### config.mk
export PLATFORM = sky130hd
export DESIGN_NAME = mem_arbiter
export DESIGN_NICKNAME = d
export VERILOG_FILES = /design/src/rtl/mem_arbiter_pkg.sv /design/src/rtl/mem_req_slot.sv /design/src/rtl/mem_arbiter.sv
export SDC_FILE = /design/constraint.sdc
export NUM_CORES = 1
export LEC_CHECK = 0
export CORE_MARGIN = 3
export CORE_UTILIZATION = 30
export DETAILED_ROUTE_END_ITERATION = 16
export GPL_ROUTABILITY_DRIVEN = 0
export SLEW_MARGIN = 20
export SYNTH_ARGS = -nofsm -noshare
export SYNTH_HDL_FRONTEND = slang
export SYNTH_SLANG_ARGS = --single-unit
### constraint.sdc
create_clock -name clk_i -period 2.6 [get_ports clk_i]
set_clock_uncertainty 0.1 [all_clocks]
set_input_delay 0.52 -clock clk_i [delete_from_list [all_inputs] [get_ports clk_i]]
set_output_delay 0.52 -clock clk_i [all_outputs]
set_load 0.02 [all_outputs]
### src/rtl/mem_arbiter_pkg.sv
// mem_arbiter_pkg: shared cache types and block width for the memory arbiter
package mem_arbiter_pkg;
  localparam int CACHE_BLOCK_SIZE = 64;
  typedef enum logic [1:0] {IDLE, ISSUE, WAIT_RESP} arb_state_t;
  typedef enum logic [1:0] {SRC_DC_WB, SRC_DC_RD, SRC_IC_RD} mem_src_t;
  typedef struct packed {
    logic                        valid;
    logic [31:0]                 addr;
    logic [CACHE_BLOCK_SIZE-1:0] data;
  } mem_slot_t;
endpackage

### src/rtl/mem_req_slot.sv
// mem_req_slot: single-entry capture of a request pulse with sticky overflow flag
module mem_req_slot
  import mem_arbiter_pkg::*;
(
  input  logic                        clk_i,
  input  logic                        rst_i,
  input  logic                        vld_i,
  input  logic [31:0]                 addr_i,
  input  logic [CACHE_BLOCK_SIZE-1:0] data_i,
  input  logic                        clr_i,
  output mem_slot_t                   slot_o,
  output logic                        rdy_o,
  output logic                        ovf_o
);
  assign rdy_o = !slot_o.valid;
  // a pulse in the grant cycle still sees the slot full and is dropped
  always_ff @(posedge clk_i) begin
    if (rst_i) begin
      slot_o <= '0;
      ovf_o  <= 1'b0;
    end else begin
      if (clr_i) slot_o.valid <= 1'b0;
      else if (vld_i && !slot_o.valid) slot_o <= '{valid: 1'b1, addr: addr_i, data: data_i};
      if (vld_i && slot_o.valid) ovf_o <= 1'b1;
    end
  end
endmodule

### src/rtl/mem_arbiter.sv
// mem_arbiter: sequences I-cache/D-cache reads and D-cache writebacks onto one memory port
module mem_arbiter
  import mem_arbiter_pkg::*;
(
  input  logic                        clk_i,
  input  logic                        rst_i,
  input  logic                        ic_req_vld_i,
  input  logic [31:0]                 ic_req_addr_i,
  output logic                        ic_req_rdy_o,
  output logic                        ic_resp_vld_o,
  output logic [CACHE_BLOCK_SIZE-1:0] ic_resp_data_o,
  input  logic                        dc_req_vld_i,
  input  logic [31:0]                 dc_req_addr_i,
  output logic                        dc_req_rdy_o,
  output logic                        dc_resp_vld_o,
  output logic [CACHE_BLOCK_SIZE-1:0] dc_resp_data_o,
  input  logic                        dc_wb_vld_i,
  input  logic [31:0]                 dc_wb_addr_i,
  input  logic [CACHE_BLOCK_SIZE-1:0] dc_wb_data_i,
  output logic                        dc_wb_rdy_o,
  output logic                        mem_req_vld_o,
  input  logic                        mem_req_rdy_i,
  output logic                        mem_req_we_o,
  output logic [31:0]                 mem_req_addr_o,
  output logic [CACHE_BLOCK_SIZE-1:0] mem_req_data_o,
  input  logic                        mem_resp_vld_i,
  input  logic [CACHE_BLOCK_SIZE-1:0] mem_resp_data_i,
  output logic                        err_overflow_o
);
  arb_state_t state;
  mem_src_t   src, sel;
  mem_slot_t  wb_s, dc_s, ic_s, g;
  logic       rr_ptr, any, grant;
  logic [2:0] ovf;
  mem_req_slot u_wb (.clk_i, .rst_i, .vld_i(dc_wb_vld_i), .addr_i(dc_wb_addr_i), .data_i(dc_wb_data_i),
                     .clr_i(grant && sel == SRC_DC_WB), .slot_o(wb_s), .rdy_o(dc_wb_rdy_o), .ovf_o(ovf[0]));
  mem_req_slot u_dc (.clk_i, .rst_i, .vld_i(dc_req_vld_i), .addr_i(dc_req_addr_i), .data_i('0),
                     .clr_i(grant && sel == SRC_DC_RD), .slot_o(dc_s), .rdy_o(dc_req_rdy_o), .ovf_o(ovf[1]));
  mem_req_slot u_ic (.clk_i, .rst_i, .vld_i(ic_req_vld_i), .addr_i(ic_req_addr_i), .data_i('0),
                     .clr_i(grant && sel == SRC_IC_RD), .slot_o(ic_s), .rdy_o(ic_req_rdy_o), .ovf_o(ovf[2]));
  assign err_overflow_o = |ovf;
  // writeback first keeps a later read of the same block from overtaking it
  always_comb begin
    any   = wb_s.valid || dc_s.valid || ic_s.valid;
    grant = state == IDLE && any;
    sel   = wb_s.valid ? SRC_DC_WB :
            (dc_s.valid && ic_s.valid) ? (rr_ptr ? SRC_IC_RD : SRC_DC_RD) :
            dc_s.valid ? SRC_DC_RD : SRC_IC_RD;
    g     = sel == SRC_DC_WB ? wb_s : sel == SRC_DC_RD ? dc_s : ic_s;
  end
  always_ff @(posedge clk_i) begin
    if (rst_i) begin
      state          <= IDLE;
      src            <= SRC_DC_WB;
      rr_ptr         <= 1'b0;
      mem_req_vld_o  <= 1'b0;
      mem_req_we_o   <= 1'b0;
      mem_req_addr_o <= '0;
      mem_req_data_o <= '0;
      ic_resp_vld_o  <= 1'b0;
      ic_resp_data_o <= '0;
      dc_resp_vld_o  <= 1'b0;
      dc_resp_data_o <= '0;
    end else begin
      ic_resp_vld_o <= 1'b0;
      dc_resp_vld_o <= 1'b0;
      case (state)
        IDLE: if (grant) begin
          state          <= ISSUE;
          src            <= sel;
          mem_req_vld_o  <= 1'b1;
          mem_req_we_o   <= sel == SRC_DC_WB;
          mem_req_addr_o <= g.addr;
          mem_req_data_o <= g.data;
          if (sel != SRC_DC_WB) rr_ptr <= sel == SRC_DC_RD;
        end
        ISSUE: if (mem_req_rdy_i) begin
          mem_req_vld_o <= 1'b0;
          state         <= mem_req_we_o ? IDLE : WAIT_RESP;
        end
        WAIT_RESP: if (mem_resp_vld_i) begin
          state <= IDLE;
          if (src == SRC_IC_RD) begin
            ic_resp_vld_o  <= 1'b1;
            ic_resp_data_o <= mem_resp_data_i;
          end else begin
            dc_resp_vld_o  <= 1'b1;
            dc_resp_data_o <= mem_resp_data_i;
          end
        end
        default: state <= IDLE;
      endcase
    end
  end
endmodule

==> results of run 1 <==
-- power groups by stage --
| stage | sequential (W) | clock (W) | combinational, W |
|---|---|---|---|
| after floorplan | 0.00678 | 0 | 0.00105 |
| after global placement | 0.00671 | 0 | 0.00220 |
| after detailed placement | 0.00671 | 0 | 0.00223 |
| after CTS | 0.00658 | 0.00618 | 0.00224 |
| after global routing | 0.00661 | 0.00644 | 0.00240 |
| final | 0.00658 | 0.00601 | 0.00222 |
-- layer usage --
metal	routed length, um	GRT usage	up-vias
li1	-	-	7151
met1	22000	0.232	7010
met2	25500	0.325	537
met3	4120	0.0525	110
met4	1850	0.0785	6
met5	46	0	-
-- cell usage after synthesis, types with 5 or more instances --
master                     instances
sky130_fd_sc_hd__a211oi_1         22
sky130_fd_sc_hd__a21oi_1         382
sky130_fd_sc_hd__a311oi_1         23
sky130_fd_sc_hd__a32oi_1          10
sky130_fd_sc_hd__buf_1             9
sky130_fd_sc_hd__buf_2            51
sky130_fd_sc_hd__buf_4            18
sky130_fd_sc_hd__buf_6             8
sky130_fd_sc_hd__clkbuf_1        100
sky130_fd_sc_hd__clkbuf_2          6
sky130_fd_sc_hd__dfxtp_1         399
sky130_fd_sc_hd__inv_1             6
sky130_fd_sc_hd__nand2_1         386
sky130_fd_sc_hd__nand2b_1          5
sky130_fd_sc_hd__nand3_1         172
sky130_fd_sc_hd__nand4_1          10
sky130_fd_sc_hd__nor2_1            7
sky130_fd_sc_hd__o211ai_1         10
sky130_fd_sc_hd__o21ai_0         196
sky130_fd_sc_hd__o221ai_1         10
-- registers in the layout (all words and copies together) (netlist names), 2 cells and up --
register and flops:
ic_resp_data_o 64, u_dc.slot_o 33, state 2, mem_req_addr_o 32
dc_resp_data_o 64, src 2, u_ic.slot_o 33, u_wb.slot_o 97
mem_req_data_o 64
-- worst max-delay path, stage by stage (launching register included) --
cell                              delay [ns]
sky130_fd_sc_hd__dfxtp_1                0.61
sky130_fd_sc_hd__inv_1                  0.10
sky130_fd_sc_hd__clkdlybuf4s50_1        0.60
-- worst min path at each step --
stage,startpoint,end,cells after the start
final,u_wb.slot_o[15]$_SDFFE_PP0P_,mem_req_data_o[15]$_SDFFE_PP0P_,2
after global routing,u_ic.slot_o[83]$_SDFFE_PP0P_,u_ic.slot_o[83]$_SDFFE_PP0P_,2
after CTS,ic_req_addr_i[27],u_ic.slot_o[91]$_SDFFE_PP0P_,3
after detailed placement,u_wb.slot_o[15]$_SDFFE_PP0P_,mem_req_data_o[15]$_SDFFE_PP0P_,2
after global placement,u_wb.slot_o[35]$_SDFFE_PP0P_,mem_req_data_o[35]$_SDFFE_PP0P_,2
after floorplan,u_ic.ovf_o$_SDFFE_PP0P_,u_ic.ovf_o$_SDFFE_PP0P_,2
-- logic make-up (layout without fill, tap and decap cells) --
group                  count (synthesis)  in the layout
AND/OR/NAND/NOR                      600            600
AO/OA/AOI/OAI                        660            660
flip-flops                           399            399
other                                  0              1
buffers and inverters                198            585
-- layout make-up --
cell class / instances / area [um^2]
well taps: 664 / 831
inverters: 6 / 22.5
fillers: 4917 / 27700
flip-flops and latches: 399 / 7990
repair buffers: 505 / 5230
multi-input cells: 1260 / 6220
diodes: 1 / 2.50
clock buffers: 64 / 1280
clock inverters: 10 / 96.3
-- per-stage QoR --
| step | util | hold WS (ns) |
|---|---|---|
| 2_1_floorplan | - | 0.329 |
| 3_3_place_gp | 0.411 | 0.335 |
| 4_1_cts | 0.439 | 0.350 |
| 5_1_grt | 0.439 | 0.365 |
| 3_5_place_dp | 0.411 | 0.343 |
| 6_report | 0.439 | 0.352 |
==> impl_metrics.py, run 1 <==
metrics = {
    "yosys": {
        "synthesis.yosys.warnings": 0,
        "synth-seq-cells": 399,
        "synth-seq-area-share": 0.529,
        "syn_avg_cell_area_um2": 8.13,
        "synth-adder-area-share": 0,
        "post_synth_xor_area_fraction": 0,
        "synth_top_family_by_area": "compound AO/OA/AOI/OAI gates",
        "syn_inst": 1857,
        "synthDominantCellAreaShare": 0.529,
        "synthMuxAreaShare": 0,
        "synth_simple_gate_area_frac": 0.172,
        "yosys.cell_types.count": 39,
        "asyncSetResetFlopFracSynth": 0,
        "yosys_most_used_dff": "sky130_fd_sc_hd__dfxtp_1",
        "synth_top_cells_by_area": "sky130_fd_sc_hd__dfxtp_1, sky130_fd_sc_hd__a21oi_1, sky130_fd_sc_hd__nand2_1",
        "synthesis.nets": 2088,
        "synth.largest_area_cell": "sky130_fd_sc_hd__dfxtp_1",
        "synth_compound_gate_area_share": 0.237,
        "netlist_area_um2": 15100,
        "count_of_flip_flops_with_a_built_in_enable_after_synthesis": 0,
    },
    "worst_setup_path": {
        "timing.setup.critical_path_class": "reg2out",
        "crit_end": "ic_req_rdy_o",
        "cp_data_required_time_ns": 1.98,
        "worstSetupStartpoint": "u_ic.slot_o[96]$_SDFFE_PP0P_",
        "worst_setup_path_start_kind": "flop",
        "worstSetupEndpointType": "primary output",
        "reg2reg_setup_slack_ns": 0.63,
        "timing.rr.start": "u_wb.slot_o[96]$_SDFFE_PP0P_",
        "critical_path_arrival_ns": 1.87,
        "timing.critical_path.fanout_max": 10,
        "register_to_register_path_depth": 5,
        "endpoint_of_the_worst_slack_reg_to_reg_timing_path": "mem_req_addr_o[27]$_SDFFE_PP0P_",
    },
    "timing": {
        "final.setup.worst_slack_ns": 0.113,
        "tightestPinTransition_ns": 0.805,
        "timing.final.crit_share": 0.957,
        "setup_repair_after_global_routing_missed_its_margin": "false",
        "count_of_endpoints_failing_setup_in_the_final_report": 0,
        "fmax_mhz": 402,
        "worst_slew_margin_rel": 0.464,
        "maxSlewViolCount": 0,
        "tns_ns": 0,
        "period_needed_ns": 2.49,
        "final_hold_viol_count": 0,
    },
    "run": {
        "cap_viol_max_count": 0,
    },
    "cells_and_area": {
        "layout.cells.most_common": "sky130_fd_sc_hd__clkdlybuf4s50_1",
        "layoutNonFillerInstCount": 2909,
        "finish.net_count": 2447,
        "drive_gt1_frac": 0.0553,
        "postLayoutCellArea_um2": 21700,
        "most_frequent_cells_in_the_layout": "sky130_fd_sc_hd__clkdlybuf4s50_1, sky130_fd_sc_hd__dfxtp_1, sky130_fd_sc_hd__nand2_1",
        "area_growth_from_synthesis_to_layout_pct": 43.5,
    },
    "pwr": {
        "comb_power_share": 0.150,
        "p_sw_w": 0.00399,
        "power_density_nw_per_um2": 683,
        "power_frac_seq": 0.445,
        "clock_power_share": 0.406,
        "static-leakage-power_nw": 7.24,
        "swShare": 0.269,
        "worst_ir_drop_vdd_uv": 490,
        "internal-power_w": 0.0108,
        "finalPower_w": 0.0148,
    },
    "placement": {
        "post_place_setup_slack_ns": 0.291,
        "portBuffers": 462,
        "total_placed_cells_including_tap_cells": 2834,
        "detailedPlacementHpwl_um": 35700,
        "placed_area_um2": 20300,
    },
    "outcome": {
        "run_status": "finished clean",
    },
    "clock_network": {
        "cts.root.buffer_cell": "sky130_fd_sc_hd__clkbuf_16",
        "cts-hold-fix-buffers": 0,
        "number_of_sinks_on_the_clock_net": 399,
        "htree_levels": 2,
        "cts_max_path_buffers": 3,
        "post_cts_buffers": 0,
        "path_clk_slew_ns": 0.06,
        "tritoncts": "yes",
        "clock_insertion_delay_worst_skew_ns": 0.56,
        "cts_inserted_buffers": 44,
        "post_cts.resized_instances": 0,
    },
    "floorplan": {
        "fp-row-count": 81,
        "start_util": 0.306,
        "die_height_um": 230,
        "die_area_um2": 53000,
        "num_io_pins": 463,
        "die_w_um": 230,
        "coreArea_um2": 49400,
    },
    "detailed_routing": {
        "via_count": 14800,
        "drc": 0,
        "routed_wirelength_um": 53500,
        "ant_nets": 0,
        "detail_route.first_pass.iterations": 6,
        "route.detailed.vias_per_inst": 5.09,
        "initial_drc_count": 1022,
        "route.detailed.wl_per_inst_um": 18.4,
    },
    "global_routing": {
        "first_global_vias": 14600,
        "global_route.overflow_total": 0,
        "wire_length_of_the_first_global_routing_pass_um": 82400,
        "pin_count_of_the_biggest_net_entering_global_routing": 154,
        "global_route.usage.total": 0.193,
        "initial_antenna_violation_count": 4,
    },
    "min_path": {
        "hold_path.class": "reg2reg",
    },
}
No activity file was read; power rests on OpenSTA's default activity.
==> inputs of run 2 (changes only) <==
REMOVE_ABC_BUFFERS = 1   (was default)
SETUP_SLACK_MARGIN = 0.05   (was default)
==> impl_metrics.py, run 2 (synthesis results as in run 1) <==
metrics = {
    "pwr": {
        "power_density_nw_per_um2": 712,
        "static-leakage-power_nw": 7.28,
        "power_frac_seq": 0.425,
        "p_sw_w": 0.00409,
        "internal-power_w": 0.0114,
        "comb_power_share": 0.144,
        "clock_power_share": 0.431,
        "worst_ir_drop_vdd_uv": 454,
        "finalPower_w": 0.0155,
        "swShare": 0.263,
    },
    "clock_network": {
        "clock_insertion_delay_worst_skew_ns": 0.56,
        "cts.root.buffer_cell": "sky130_fd_sc_hd__clkbuf_16",
        "path_clk_slew_ns": 0.06,
        "htree_levels": 2,
        "cts_inserted_buffers": 46,
        "cts_max_path_buffers": 3,
        "tritoncts": "yes",
        "cts-hold-fix-buffers": 0,
        "post_cts_buffers": 0,
        "number_of_sinks_on_the_clock_net": 399,
    },
    "floorplan": {
        "die_w_um": 230,
        "coreArea_um2": 49400,
        "die_height_um": 230,
        "fp-row-count": 81,
        "die_area_um2": 53000,
        "num_io_pins": 463,
        "start_util": 0.306,
    },
    "cells_and_area": {
        "n_fill_cell": 4879,
        "max_flop_register": "u_wb.slot_o",
        "layout.cells.most_common": "sky130_fd_sc_hd__clkdlybuf4s50_1",
        "finish.net_count": 2438,
        "postLayoutCellArea_um2": 21800,
        "area_growth_from_synthesis_to_layout_pct": 44.3,
        "drive_gt1_frac": 0.0558,
        "most_frequent_cells_in_the_layout": "sky130_fd_sc_hd__clkdlybuf4s50_1, sky130_fd_sc_hd__dfxtp_1, sky130_fd_sc_hd__nand2_1",
        "largest_register_ff_count": 97,
    },
    "detailed_routing": {
        "detail_route.first_pass.iterations": 5,
        "initial_drc_count": 1091,
        "via_count": 14900,
        "route.detailed.wl_per_inst_um": 19.1,
        "route.detailed.vias_per_inst": 5.13,
        "ant_nets": 0,
        "drc": 0,
        "routed_wirelength_um": 55600,
    },
    "timing": {
        "maxSlewViolCount": 0,
        "count_of_endpoints_failing_setup_in_the_final_report": 0,
        "period_needed_ns": 2.46,
        "fmax_mhz": 406,
        "final_hold_viol_count": 0,
        "tightestPinTransition_ns": 0.886,
        "fin_hold_ws_ns": 0.176,
        "setup_repair_after_global_routing_missed_its_margin": "false",
        "tns_ns": 0,
        "timing.final.crit_share": 0.947,
        "worst_slew_margin_rel": 0.409,
    },
    "worst_setup_path": {
        "cp_data_required_time_ns": 1.98,
        "timing.critical_path.fanout_max": 2,
        "reg2reg_setup_slack_ns": 0.68,
        "timing.setup.critical_path_class": "reg2out",
        "crit_chain": "or3_1, clkdlybuf4s50_1",
        "critical_path.max_stage_delay_ns": 0.56,
        "worstSetupEndpointType": "primary output",
        "cp_slowest_cell": "sky130_fd_sc_hd__clkdlybuf4s50_1",
        "worst_setup_path_start_kind": "flop",
        "critical_path_arrival_ns": 1.84,
    },
    "outcome": {
        "run_status": "finished clean",
    },
    "global_routing": {
        "pin_count_of_the_biggest_net_entering_global_routing": 137,
        "first_global_vias": 14200,
        "wire_length_of_the_first_global_routing_pass_um": 83500,
        "global_route.overflow_total": 0,
        "global_route.usage.total": 0.198,
        "initial_antenna_violation_count": 11,
    },
    "placement": {
        "detailedPlacementHpwl_um": 36900,
        "portBuffers": 462,
        "placed_area_um2": 20200,
    },
    "run": {
        "cap_viol_max_count": 0,
    },
    "min_path": {
        "hold_path.class": "in2reg",
    },
}
[run 2: cell type report]
class / count / area (um^2) / share of cell area
multi-input combinational: 1260 / 6230 / 0.286
sequential: 399 / 7990 / 0.367
clock inverter: 14 / 179 / 0.00821
antenna: 3 / 7.51 / 0.000345
inverter: 6 / 22.5 / 0.00103
timing repair buffer: 494 / 5130 / 0.236
clock buffer: 68 / 1400 / 0.0642
tap: 664 / 831 / 0.0381
[run 2: critical path, delay by kind of cell, from the launching register on]
family	cells	cell delay, ns
buffers and inverters	1	0.56
and+or+nand+nor	1	0.38
DFF	1	0.34
[run 2: worst paths after layout]
kind                                 from                              end  cells after the start
min                                 rst_i     u_wb.slot_o[22]$_SDFFE_PP0P_                      2
min reg2reg  u_wb.slot_o[11]$_SDFFE_PP0P_  mem_req_data_o[11]$_SDFFE_PP0P_                      2
max reg2reg  u_wb.slot_o[96]$_SDFFE_PP0P_  mem_req_addr_o[30]$_SDFFE_PP0P_                      5
max               u_dc.ovf_o$_SDFFE_PP0P_                   err_overflow_o                      2
[run 2: what timing repair did]
action,CTS,global route
pin swaps,0,0
setup endpoints to repair,1,1
resized for setup,1,1
[run 2: through the flow]
| step | setup WS [ns] | cells | utilization |
|---|---|---|---|
| finish | 0.138 | 2908 | 0.441 |
| CTS | 0.0830 | 2905 | 0.441 |
| floorplan | -2.20 | 1665 | - |
| detailed placement | 0.487 | 2823 | 0.409 |
| global route | 0.0993 | 2906 | 0.441 |
| global placement | 0.539 | 2823 | 0.409 |
[run 2: power by group through the flow]
| stage | logic, W | clock network, W | registers [W] |
|---|---|---|---|
| final | 0.00223 | 0.00669 | 0.00658 |
| after global routing | 0.00241 | 0.00709 | 0.00661 |
| after CTS | 0.00226 | 0.00687 | 0.00658 |
| after detailed placement | 0.00225 | 0 | 0.00671 |
| after global placement | 0.00223 | 0 | 0.00670 |
| after floorplan | 0.000796 | 0 | 0.00681 |
[run 2: routing by layer]
| metal | share of wire | GRT usage | up-vias | wire length [um] |
|---|---|---|---|---|
| met5 | 0.00083 | 0 | - | 46 |
| met4 | 0.029 | 0.0651 | 6 | 1620 |
| met3 | 0.091 | 0.0647 | 101 | 5040 |
| met2 | 0.48 | 0.337 | 519 | 26900 |
| met1 | 0.40 | 0.234 | 7140 | 22000 |
| li1 | - | - | 7164 | - |
